==> config.mk <==
export PLATFORM = sky130hd
export DESIGN_NAME = result_bcd_formatter
export DESIGN_NICKNAME = d
export VERILOG_FILES = /design/src/rtl/result_bcd_formatter.sv
export SDC_FILE = /design/constraint.sdc
export NUM_CORES = 1
export LEC_CHECK = 0
export CAP_MARGIN = 20
export CORE_MARGIN = 2
export CORE_UTILIZATION = 58
export DETAILED_ROUTE_END_ITERATION = 10
export PLACE_DENSITY = 0.79
export SYNTH_ARGS = -nofsm -noshare
export SYNTH_HDL_FRONTEND = slang
export SYNTH_SLANG_ARGS = --single-unit
==> constraint.sdc <==
create_clock -name clk -period 2.3 [get_ports clk]
set_input_delay 0.575 -clock clk [delete_from_list [all_inputs] [get_ports clk]]
set_output_delay 0.575 -clock clk [all_outputs]
set_load 0.01 [all_outputs]
==> src/rtl/result_bcd_formatter.sv <==
// Buffers signed 7-bit results in a small FIFO and converts each one to sign plus two BCD digits.
// Optional sticky drop flag port "ovf" is built when OVF_FLAG_EN is defined.
module result_bcd_formatter #(
    parameter int DEPTH  = 4,
    parameter int SHIFTS = 7
) (
    input  logic       clk,
    input  logic       rst,
    input  logic       in_valid,
    input  logic [6:0] in_result,
    input  logic       out_ready,
    output logic       out_valid,
    output logic       out_sign,
    output logic [3:0] out_tens,
    output logic [3:0] out_ones
`ifdef OVF_FLAG_EN
    ,
    output logic       ovf
`endif
);

    localparam int PTR_W  = $clog2(DEPTH);
    localparam int CNT_W  = PTR_W + 1;
    localparam int ITER_W = $clog2(SHIFTS + 1);
    localparam logic [CNT_W-1:0]  FULL_CNT  = CNT_W'(DEPTH);
    localparam logic [ITER_W-1:0] LAST_ITER = ITER_W'(SHIFTS - 1);

    typedef enum logic [1:0] {
        IDLE,
        SHIFT,
        DONE
    } stateT;

    stateT r_state;
    stateT w_nextState;

    logic [6:0]       r_mem [DEPTH];
    logic [PTR_W-1:0] r_wrPtr;
    logic [PTR_W-1:0] r_rdPtr;
    logic [CNT_W-1:0] r_count;

    logic              r_signR;
    logic [6:0]        r_mag;
    logic [7:0]        r_bcd;
    logic [ITER_W-1:0] r_iter;

    logic       r_outValid;
    logic       r_outSign;
    logic [3:0] r_outTens;
    logic [3:0] r_outOnes;

    logic       w_pop;
    logic       w_push;
    logic       w_full;
    logic       w_shift;
    logic       w_finish;
    logic       w_ack;
    logic [6:0] w_head;
    logic [6:0] w_headMag;
    logic [3:0] w_tensAdj;
    logic [3:0] w_onesAdj;
    logic [7:0] w_bcdNext;
    logic [6:0] w_magNext;

    // A full FIFO still accepts a sample when the head leaves on the same edge.
    assign w_full    = (r_count == FULL_CNT);
    assign w_push    = in_valid && (!w_full || w_pop);
    assign w_head    = r_mem[r_rdPtr];
    assign w_headMag = w_head[6] ? (~w_head + 7'd1) : w_head;

    assign w_tensAdj = (r_bcd[7:4] >= 4'd5) ? (r_bcd[7:4] + 4'd3) : r_bcd[7:4];
    assign w_onesAdj = (r_bcd[3:0] >= 4'd5) ? (r_bcd[3:0] + 4'd3) : r_bcd[3:0];
    assign {w_bcdNext, w_magNext} = {w_tensAdj, w_onesAdj, r_mag} << 1;

    always_ff @(posedge clk) begin
        if (rst) begin
            r_state <= IDLE;
        end else begin
            r_state <= w_nextState;
        end
    end

    always_comb begin
        w_nextState = r_state;
        w_pop       = 1'b0;
        w_shift     = 1'b0;
        w_finish    = 1'b0;
        w_ack       = 1'b0;
        case (r_state)
            IDLE: begin
                if (r_count != '0) begin
                    w_pop       = 1'b1;
                    w_nextState = SHIFT;
                end
            end
            SHIFT: begin
                w_shift = 1'b1;
                if (r_iter == LAST_ITER) begin
                    w_finish    = 1'b1;
                    w_nextState = DONE;
                end
            end
            DONE: begin
                if (r_outValid && out_ready) begin
                    w_ack       = 1'b1;
                    w_nextState = IDLE;
                end
            end
            default: begin
                w_nextState = IDLE;
            end
        endcase
    end

    always_ff @(posedge clk) begin
        if (w_push) begin
            r_mem[r_wrPtr] <= in_result;
        end
    end

    always_ff @(posedge clk) begin
        if (rst) begin
            r_wrPtr <= '0;
            r_rdPtr <= '0;
            r_count <= '0;
        end else begin
            if (w_push) begin
                r_wrPtr <= r_wrPtr + 1'b1;
            end
            if (w_pop) begin
                r_rdPtr <= r_rdPtr + 1'b1;
            end
            case ({w_push, w_pop})
                2'b10:   r_count <= r_count + 1'b1;
                2'b01:   r_count <= r_count - 1'b1;
                default: r_count <= r_count;
            endcase
        end
    end

    // The final iteration loads the display registers straight from the shifted BCD value.
    always_ff @(posedge clk) begin
        if (rst) begin
            r_signR    <= 1'b0;
            r_mag      <= '0;
            r_bcd      <= '0;
            r_iter     <= '0;
            r_outValid <= 1'b0;
            r_outSign  <= 1'b0;
            r_outTens  <= '0;
            r_outOnes  <= '0;
        end else begin
            if (w_pop) begin
                r_signR <= w_head[6];
                r_mag   <= w_headMag;
                r_bcd   <= '0;
                r_iter  <= '0;
            end
            if (w_shift) begin
                r_bcd  <= w_bcdNext;
                r_mag  <= w_magNext;
                r_iter <= r_iter + 1'b1;
            end
            if (w_finish) begin
                r_outValid <= 1'b1;
                r_outSign  <= r_signR;
                r_outTens  <= w_bcdNext[7:4];
                r_outOnes  <= w_bcdNext[3:0];
            end
            if (w_ack) begin
                r_outValid <= 1'b0;
            end
        end
    end

    assign out_valid = r_outValid;
    assign out_sign  = r_outSign;
    assign out_tens  = r_outTens;
    assign out_ones  = r_outOnes;

`ifdef OVF_FLAG_EN
    logic r_ovf;
    logic w_drop;

    assign w_drop = in_valid && !w_push;

    always_ff @(posedge clk) begin
        if (rst) begin
            r_ovf <= 1'b0;
        end else if (w_drop) begin
            r_ovf <= 1'b1;
        end
    end

    assign ovf = r_ovf;
`endif

endmodule
==> results of run 1 <==
[power breakdown]
part           switching, uW  internal [uW]
registers                115           1410
logic                    575            463
clock network            439            605
[per-layer routing]
| metal | part of all wire | global-route usage | vias to the layer above |
|---|---|---|---|
| li1 | - | - | 998 |
| met1 | 0.45 | 0.2308 | 916 |
| met2 | 0.50 | 0.3111 | 26 |
| met3 | 0.029 | 0.05952 | 9 |
| met4 | 0.017 | 0.1014 | 0 |
| met5 | 0 | 0 | - |
[Yosys cell counts (all sizes together)]
cell type | number | share of area
dfxtp | 40 | 0.27
nand2 | 29 | 0.036
edfxtp | 28 | 0.28
a21oi | 25 | 0.042
nor2 | 23 | 0.031
inv | 15 | 0.019
ha | 11 | 0.046
clkbuf | 10 | 0.020
nand3 | 10 | 0.017
mux4 | 7 | 0.055
nor3 | 7 | 0.012
xnor2 | 7 | 0.021
and2 | 5 | 0.010
mux2i | 5 | 0.017
nand2b | 5 | 0.010
a211oi | 4 | 0.010
a22oi | 4 | 0.010
o21ai | 4 | 0.0067
xor2 | 4 | 0.012
nor3b | 3 | 0.0075
a31oi | 2 | 0.0042
buf | 2 | 0.0054
nor2b | 2 | 0.0042
o22ai | 2 | 0.0042
a21o | 1 | 0.0025
a221oi | 1 | 0.0029
a222oi | 1 | 0.0034
and3 | 1 | 0.0038
fa | 1 | 0.0067
mux2 | 1 | 0.0038
nand3b | 1 | 0.0025
nand4b | 1 | 0.0029
nor4 | 1 | 0.0071
o32ai | 1 | 0.0029
o41a | 1 | 0.0038
or2 | 1 | 0.0029
or3 | 1 | 0.0038
[registers in the layout (all words and copies together) (netlist names), named ones only]
name	count
out_ones	4
out_sign	1
out_tens	4
out_valid	1
r_bcd	8
r_count	3
r_iter	3
r_mag	7
r_mem	28
r_rdPtr	2
r_signR	1
r_state	2
r_wrPtr	2
[tightest hold or removal path: stages (launching register included)]
cell and delay (ns):
dfxtp_1 0.31, nand2_1 0.05, a21oi_1 0.05
[worst max-delay path by stage]
stage / from / to / slack, ns / depth (start not counted)
after floorplan: r_state[1]$_SDFFE_PP0P_ / r_count[2]$_SDFFE_PP0P_ / 0.35 / 9
after global placement: in_valid / r_count[2]$_SDFFE_PP0P_ / 0.13 / 8
after detailed placement: in_valid / r_count[2]$_SDFFE_PP0P_ / 0.06 / 8
after CTS: flop / r_mag[1]$_SDFFE_PP0P_ / 0.25 / 7
after global routing: flop / r_mag[1]$_SDFFE_PP0P_ / 0.09 / 7
final: flop / r_mag[1]$_SDFFE_PP0P_ / 0.26 / 7
[logic make-up (layout without fill, tap and decap cells)]
| logic type | after synthesis | count (layout) |
|---|---|---|
| buffers and inverters | 27 | 55 |
| adder cells (fa/ha/maj) | 12 | 12 |
| AND/OR/NAND/NOR | 90 | 90 |
| XOR/XNOR | 11 | 11 |
| flip-flops | 68 | 68 |
| AO/OA/AOI/OAI | 46 | 46 |
| multiplexers | 13 | 13 |
[cell type report]
| class | instances | area (um^2) |
|---|---|---|
| well taps | 70 | 87.58 |
| clock buffers | 9 | 123.9 |
| inverters | 15 | 56.30 |
| fillers | 406 | 1583 |
| flip-flops and latches | 68 | 1642 |
| repair buffers | 25 | 250.2 |
| multi-input cells | 172 | 1211 |
| clock inverters | 6 | 88.84 |
[per-stage QoR]
step,cells,hold slack (ns)
2_1_floorplan,267,0.4321
3_3_place_gp,350,0.4408
3_5_place_dp,350,0.4453
4_1_cts,365,0.4553
5_1_grt,365,0.4820
6_report,365,0.4542
==> run metrics, run 1 <==
outcome finished, final reports clean; RSZ-0062 raised after global routing false; GRT overflow 0; Peak Freq slightly below 500 MHz; total CTS buffers 9; most common cell after layout, fill and taps aside dfxtp_1; FF-to-FF setup slack approximately 0.26 ns; static leakage around 0.0012 uW; pre-CTS setup slack around 0.064 ns; FF-to-FF End r_mag[1]$_SDFFE_PP0P_; Post-Synth Adder-Cell Area 0.05283; Reg clk slew, reported paths 0.08 ns; postcts setup bufs 0; final net count around 310; remaining antenna violation count 0; Yosys reg bits 68; H-tree depth 3; Port-buffer cells 20; WP data arrival around 2.3 ns; Layout Skew 0.009882 ns; vias in the first global route 1752; Yosys warning total 0; Crit path top cell by count nor2_1; Cells after Synth roughly 270; final hold violation count 0; Netlist Area Pre-Place slightly below 3000 um^2; initial DRC count ~100; commonest non-fill, non-tap cells in the layout dfxtp_1 (40), nand2_1 (29), edfxtp_1 (28); final core utilization 0.6861; mux cell area share after synthesis 0.07589; routability cong. 0.8306; setup ws final 0.2618 ns; Critical Path RT ~2.5 ns; setup violators final 0; fin crit share 0.8862; Design Power around 3600 uW; Clock Tree Buf Depth 2; Initial Util 0.5918; CP Buf/Inv Count 1; via count 1949; GRT Overall Usage 0.1921; Clock Sinks slightly below 70; quantity of gates resized following cts 0; Layout area overhead 15.93%; CP Class flop to flop; Worst slew margin 0.7195; Hold Crit Endpoint out_tens[1]$_SDFFE_PP0P_; wire per inst ~13 um; die area 5735 um^2; post-DR vias/cell ~5.3; DR DRC count 0; share of cells above drive strength 1 0.1017; pwr/cell area about 1000 nW/um^2; compound-cell area share of the yosys netlist 0.09266; largest family of logic cells by synthesized area simple AND/OR/NAND/NOR gates; Area after DPL around 3200 um^2; library cells used by synthesis 43; crit path max fanout 7; Worst setup EP type flop; reg2reg path depth 7; Die Y approximately 76 um; Largest delay share family, worst path multiplexers; Slew @ Worst Pin roughly 0.42 ns; xor and xnor area share after synthesis 0.03229; slowest CP cell mux4_2; Total Wirelength slightly below 5 mm; Cell Rows 26; DP Wirelength roughly 3.4 mm; largest net degree at the start of global routing 37; Max Slew Vio Count 0; Syn Nets 290; post-route setup TNS 0 ns; Syn Area/Cell about 11 um^2; Max-Cap Viols 0; first-pass GRT wire length 7.914 mm; Critical Path Max Stage Delay just under 0.6 ns; Min-Delay Startpoint out_tens[1]$_SDFFE_PP0P_; CP cell instances mux4_2 > inv_1 > ha_1 > mux2i_1 > nor2_1 > a221oi_1 > nor2_1; type of the worst min-delay path flop to flop; Root Driver clkbuf_8; clk_lat worst skew 0.34 ns; diode count 0; simple-gate share of the synthesized area 0.1522; CP startpoint kind flop; Ports 21; Final Instance Area between 3000 and 4000 um^2; Period minus WS final slightly above 2 ns; CTS tree yes; die extent in x between 70 and 80 um; Max VDD drop 0.6793 mV; initial antenna violation count 0; Pre-Repair DR Iteration Count 5; Seq/Total Area, Yosys 0.5501; Worst Hold Depth 2; core area between 5000 and 6000 um^2; hold_buf cts 0
(Power assumes the default switching activity.)
==> run 2, diff against run 1 <==
--- a/config.mk
+++ b/config.mk
@@ -6,10 +6,12 @@
 export NUM_CORES = 1
 export LEC_CHECK = 0
 export CAP_MARGIN = 20
+export CELL_PAD_IN_SITES_DETAIL_PLACEMENT = 0
+export CELL_PAD_IN_SITES_GLOBAL_PLACEMENT = 2
 export CORE_MARGIN = 2
-export CORE_UTILIZATION = 58
+export CORE_UTILIZATION = 39
 export DETAILED_ROUTE_END_ITERATION = 10
-export PLACE_DENSITY = 0.79
+export PLACE_DENSITY_LB_ADDON = 0.1
 export SYNTH_ARGS = -nofsm -noshare
 export SYNTH_HDL_FRONTEND = slang
 export SYNTH_SLANG_ARGS = --single-unit
==> run 2 against run 1 <==
Global-route usage down 4.9 points. Wire length grew 12%. Utilization fell by 21 points. Combinational power increased by 7%. Fmax down 1.2%. Worst setup slack worse by 0.026 ns. Sequential share of layout area decreased by 0.78 points. Via count is 1.4% higher. Clock power is 9% lower. Critical path depth unchanged. First-iteration DRC count is 39% lower.
==> run metrics, run 2 (synthesis results as in run 1) <==
die area 8368 um^2 (+46%); H-tree depth 3 (unchanged); fin crit share 0.8973 (+0.01109); outcome finished, final reports clean; Design Power 3578 uW (-0.75%); post-route setup TNS 0 ns (unchanged); Cell Rows 31 (+19%); Reg clk slew, reported paths 0.07 ns (about the same); Root Driver clkbuf_8; CP Buf/Inv Count 1 (unchanged); final net count 318 (+1.3%); static leakage 0.001219 uW (+1.1%); GRT overflow 0 (unchanged); Critical Path RT 2.51 ns (-0.02 ns); FF-to-FF End r_mag[1]$_SDFFE_PP0P_; Layout area overhead 17.86%; non-filler instance count after layout 399 (+9.3%); quantity of gates resized following cts 0 (unchanged); CP cell instances mux4_2 > inv_1 > ha_1 > mux2i_1 > nor2_1 > a221oi_1 > nor2_1; multi-input logic area 1211 um^2 (unchanged); wire per inst 13.64 um (+2.6%); total CTS buffers 9 (unchanged); Pre-Repair DR Iteration Count 5 (unchanged); Largest delay share family, worst path multiplexers; Worst setup EP type flop; Top Registers r_mem (28), r_bcd (8), r_mag (7); Initial Util 0.4071 (-0.1847); Crit path top cell by count nor2_1; pre-CTS setup slack 0.1181 ns (+0.05457 ns); DR DRC count 0 (unchanged); Period minus WS final 2.064 ns (+0.02552 ns); remaining antenna violation count 0 (unchanged); Port-buffer cells 20 (unchanged); Storage cell area 1642 um^2 (unchanged); clk_lat worst skew 0.34 ns (about the same); reg2reg path depth 7 (unchanged); Hold Crit Endpoint out_ones[0]$_SDFFE_PP0P_; Die Y 91.48 um (+21%); Clock Tree Buf Depth 2 (unchanged); post-DR vias/cell 4.952 (-7.3%); RSZ-0062 raised after global routing false; CTS tree yes; via count 1976 (+1.4%); final hold violation count 0 (unchanged); diode count 0 (unchanged); type of the worst min-delay path flop to flop; routability cong. 0.6831 (-18%); max reg flops 28 (unchanged); most common cell after layout, fill and taps aside dfxtp_1; Crit path depth 7 (unchanged); initial antenna violation count 0 (unchanged); initial DRC count 62 (-39%); Max Slew Vio Count 0 (unchanged); slowest CP cell dfxtp_1; CP startpoint kind flop; Worst Hold Depth 2 (unchanged); Clock Sinks 68 (unchanged); Max-Cap Viols 0 (unchanged); share of cells above drive strength 1 0.1167 (+0.01497); Ports 21 (unchanged); Slew @ Worst Pin 0.5274 ns (+0.1076 ns); largest net degree at the start of global routing 19 (-49%); Min-Delay Startpoint out_ones[0]$_SDFFE_PP0P_; Fill cells 685 (+69%); setup violators final 0 (unchanged); hold_buf cts 0 (unchanged); placed cell count 383 (+9.4%); core area 7331 um^2 (+45%); Layout Skew 0.007429 ns (-0.002453 ns); setup ws final 0.2363 ns (-0.02552 ns); Top reg by flops r_mem; GRT Overall Usage 0.1430 (-0.04913); Max VDD drop 0.4455 mV (-34%); DP Wirelength 3.829 mm (+11%); final core utilization 0.4798 (-0.2063); vias in the first global route 1914 (+9.2%); Peak Freq 484.6 MHz (-1.2%); CP Class flop to flop; pwr/cell area 1017 nW/um^2 (-2.4%); crit path max fanout 7 (unchanged); commonest non-fill, non-tap cells in the layout dfxtp_1 (40), nand2_1 (29), edfxtp_1 (28); first-pass GRT wire length 9.259 mm (+17%); FF-to-FF setup slack 0.24 ns (-0.03 ns); Worst slew margin 0.6473 (-0.07216); Total Wirelength 5.443 mm (+12%); die extent in x 91.48 um (+21%); WP data arrival 2.28 ns (about the same); postcts setup bufs 0 (unchanged); Critical Path Max Stage Delay 0.59 ns (about the same)
==> run 2: changes by cell type in the layout (fill, tap and decap cells not counted) <==
cell        before  now
clkinvlp_4       1    2
inv_6            1    0
bufinv_16        2    1
buf_4            4    7
buf_12           1    2
clkinv_2         0    2
==> run 2: worst max-delay path by stage <==
stage | to | slack [ns] | startpoint
after floorplan | r_count[2]$_SDFFE_PP0P_ | 0.35 | r_state[1]$_SDFFE_PP0P_
after global placement | r_count[2]$_SDFFE_PP0P_ | 0.13 | in_valid
after detailed placement | r_count[2]$_SDFFE_PP0P_ | 0.12 | in_valid
after CTS | r_mag[1]$_SDFFE_PP0P_ | 0.21 | flop
after global routing | r_mag[1]$_SDFFE_PP0P_ | 0.04 | flop
final | r_mag[1]$_SDFFE_PP0P_ | 0.24 | flop
==> run 2: routing by layer <==
metal	GRT usage	vias to the layer above	wire, um
met4	0.07955	0	129
li1	-	997	-
met5	0	-	0
met1	0.1841	935	2561
met2	0.2218	34	2526
met3	0.03237	10	225
==> run 2: per-stage QoR <==
step	area (um^2)	hold WS (ns)
final	3517	0.4538
after global placement	3326	0.4418
after detailed placement	3326	0.4460
after global routing	3517	0.4720
after floorplan	2984	0.4321
after CTS	3517	0.4593
==> run 2: area by class of cell <==
type | count | area share
clock buffers | 9 | 0.03522
well taps | 99 | 0.03522
inverters | 15 | 0.01601
flip-flops and latches | 68 | 0.4667
repair buffers | 29 | 0.08324
clock inverters | 7 | 0.01921
multi-input cells | 172 | 0.3444
==> run 2: worst reg2reg max path: stages (launching register included) <==
cell and delay, ns:
dfxtp_1 0.59, mux4_2 0.60, inv_1 0.08, ha_1 0.23, mux2i_1 0.13, nor2_1 0.05
a221oi_1 0.20, nor2_1 0.06
==> run 2: report_power, final <==
| part | total, uW | leakage [uW] | switching, uW | internal (uW) |
|---|---|---|---|---|
| Combinational | 1110 | 0.000543 | 624 | 484 |
| Sequential | 1520 | 0.000583 | 116 | 1410 |
| Clock | 948 | 0.0000926 | 454 | 494 |
| Total | 3580 | 0.00122 | 1190 | 2390 |
==> run 3, diff against run 2 <==
--- a/config.mk
+++ b/config.mk
@@ -5,11 +5,13 @@
 export SDC_FILE = /design/constraint.sdc
 export NUM_CORES = 1
 export LEC_CHECK = 0
+export ABC_CLOCK_PERIOD_IN_PS = 1800
 export CAP_MARGIN = 20
 export CELL_PAD_IN_SITES_DETAIL_PLACEMENT = 0
 export CELL_PAD_IN_SITES_GLOBAL_PLACEMENT = 2
+export CORE_ASPECT_RATIO = 0.75
 export CORE_MARGIN = 2
-export CORE_UTILIZATION = 39
+export CORE_UTILIZATION = 35
 export DETAILED_ROUTE_END_ITERATION = 10
 export PLACE_DENSITY_LB_ADDON = 0.1
 export SYNTH_ARGS = -nofsm -noshare
==> constraint.sdc (replaced) <==
create_clock -name clk -period 1.8 [get_ports clk]
set_input_delay 0.45 -clock clk [delete_from_list [all_inputs] [get_ports clk]]
set_output_delay 0.45 -clock clk [all_outputs]
set_load 0.01 [all_outputs]
==> run 3 against run 2 <==
The flow now finishes with violations (negative setup slack). Final area increased by 9.5%. Sequential power increased by 26%. Combinational power increased by 64%. Global-route usage decreased by 0.62 points. Register-to-register slack got worse by 0.30 ns. Fmax increased by 11%. Power increased by 52%. Utilization decreased by 2.0 points. First-iteration DRC count increased by 47%. Sequential cell count unchanged. Sequential share of layout area decreased by 4.0 points. Wire length increased by 9.4%. Critical path type unchanged.
==> run metrics, run 3 (synthesis results as in run 1) <==
outcome finished, violations left; failing checks negative setup slack; first-pass GRT wire length 9.798 mm (+5.8%); die area 9288 um^2 (+11%); Clock Sinks 68 (unchanged); wire per inst 13.88 um (+1.8%); max reg flops 28 (unchanged); Top reg by flops r_mem; GRT overflow 0 (unchanged); vias in the first global route 1919 (+0.26%); setup violators final 2 (+2); clk_lat worst skew 0.32 ns (-0.02 ns); CP Class flop to flop; WP data arrival 2.07 ns (-0.21 ns); static leakage 0.001380 uW (+13%); Die Y 83.97 um (-8.2%); Worst Hold Depth 2 (unchanged); initial DRC count 91 (+47%); GRT Overall Usage 0.1368 (-0.006183); Total Wirelength 5.956 mm (+9.4%); Max VDD drop 0.6737 mV (+51%); CP startpoint kind flop; initial antenna violation count 0 (unchanged); RSZ-0062 raised after global routing true; total CTS buffers 9 (unchanged); commonest non-fill, non-tap cells in the layout dfxtp_1 (38), nand2_1 (29), edfxtp_1 (28); post-DR vias/cell 4.688 (-5.3%); H-tree depth 3 (unchanged); Max Slew Vio Count 0 (unchanged); largest net degree at the start of global routing 30 (+11); pre-CTS setup slack -0.1979 ns (-0.3160 ns); post-route setup TNS -0.1127 ns (-0.1127 ns); Layout area overhead 29.10%; crit path max fanout 7 (unchanged); die extent in x 110.6 um (+21%); Layout Skew 0.006329 ns (-0.001100 ns); Peak Freq 536.3 MHz (+11%); pwr/cell area 1408 nW/um^2 (+38%); Worst slew margin 0.7928 (+0.1455); Initial Util 0.3560 (-0.05104); Root Driver clkbuf_16; reg2reg path depth 8 (+1); Clock Tree Buf Depth 2 (unchanged); Port-buffer cells 20 (unchanged); most common cell after layout, fill and taps aside dfxtp_1; share of cells above drive strength 1 0.2056 (+0.08894); Reg clk slew, reported paths 0.06 ns (about the same); Pre-Repair DR Iteration Count 4 (-1); core area 8382 um^2 (+14%); Slew @ Worst Pin 0.3089 ns (-0.2185 ns); diode count 0 (unchanged); DP Wirelength 4.235 mm (+11%); remaining antenna violation count 0 (unchanged); hold_buf cts 0 (unchanged); Fill cells 794 (+16%); Period minus WS final 1.865 ns (-0.1990 ns); Ports 21 (unchanged); Worst setup EP type flop; Cell Rows 29 (-6.5%); final net count 339 (+6.6%); setup ws final -0.06476 ns (-0.3010 ns); type of the worst min-delay path flop to flop; fin crit share 1.036 (+0.1387); final hold violation count 0 (unchanged); Critical Path RT 2.01 ns (-0.50 ns); CTS tree yes; via count 2011 (+1.8%); Top Registers r_mem (28), r_bcd (8), r_mag (7); DR DRC count 0 (unchanged); routability cong. 0.7128 (+4.3%); Max-Cap Viols 0 (unchanged)
==> run 3: cell types whose count changed in the layout (fill, tap and decap cells not counted), moves of 4 or more <==
cell       previous run  this run
clkbuf_16             0         9
buf_4                 7        24
buf_12                2         6
clkbuf_8              9         0
==> run 3: power breakdown <==
group | total [uW] | internal [uW] | leakage (uW) | switching [uW]
registers | 1920 | 1810 | 0.000583 | 118
logic | 1820 | 900 | 0.000658 | 916
clock network | 1680 | 1060 | 0.000139 | 620
==> run 3: layer usage <==
metal,vias to the layer above,global-route usage,routed length (um)
li1,1044,-,-
met1,933,0.1986,3273
met2,28,0.1907,2456
met3,6,0.04212,164
met4,0,0.05114,61
met5,-,0,0
==> run 3: path summary, 6_finish.rpt <==
| kind | startpoint | to | slack, ns |
|---|---|---|---|
| min reg2reg | out_sign$_SDFFE_PP0P_ | out_sign$_SDFFE_PP0P_ | 0.45 |
| min | out_sign$_SDFFE_PP0P_ | out_sign$_SDFFE_PP0P_ | 0.45 |
| max reg2reg | flop | r_mag[1]$_SDFFE_PP0P_ | -0.06 |
| max | flop | r_mag[1]$_SDFFE_PP0P_ | -0.06 |
==> run 3: repair_timing <==
action,4_1_cts,5_1_grt
resized for setup,3,6
endpoints found under the setup margin,6,7
setup buffers,0,3
endpoints found under the hold margin,0,0
pin swaps,1,3
==> run 3: critical path, cell delays in order, from the launching register on <==
cell and delay, ns:
dfxtp_2 0.34, buf_12 0.12, mux4_2 0.54, inv_2 0.10, ha_4 0.20, mux2i_1 0.15, nor2_1 0.05, a221oi_1 0.20
nor2_1 0.06
==> run 3: through the flow <==
step / instances / area [um^2] / util / hold WS (ns) / power (uW)
after floorplan: 267 / 2995 / - / 0.4321 / 3086
after global placement: 410 / 3527 / 0.4208 / 0.4414 / 3710
after detailed placement: 410 / 3527 / 0.4208 / 0.4459 / 3705
after CTS: 426 / 3826 / 0.4565 / 0.4537 / 5451
after global routing: 429 / 3852 / 0.4596 / 0.4726 / 5766
final: 429 / 3852 / 0.4596 / 0.4507 / 5425
==> run 3: final cells by class <==
cell class,instances,area (um^2),share of cell area
clock buffer,11,232.7,0.06041
timing repair buffer,50,500.5,0.1299
inverter,15,56.30,0.01462
clock inverter,5,52.55,0.01364
multi-input combinational,172,1231,0.3196
sequential,68,1644,0.4268
tap,108,135.1,0.03508
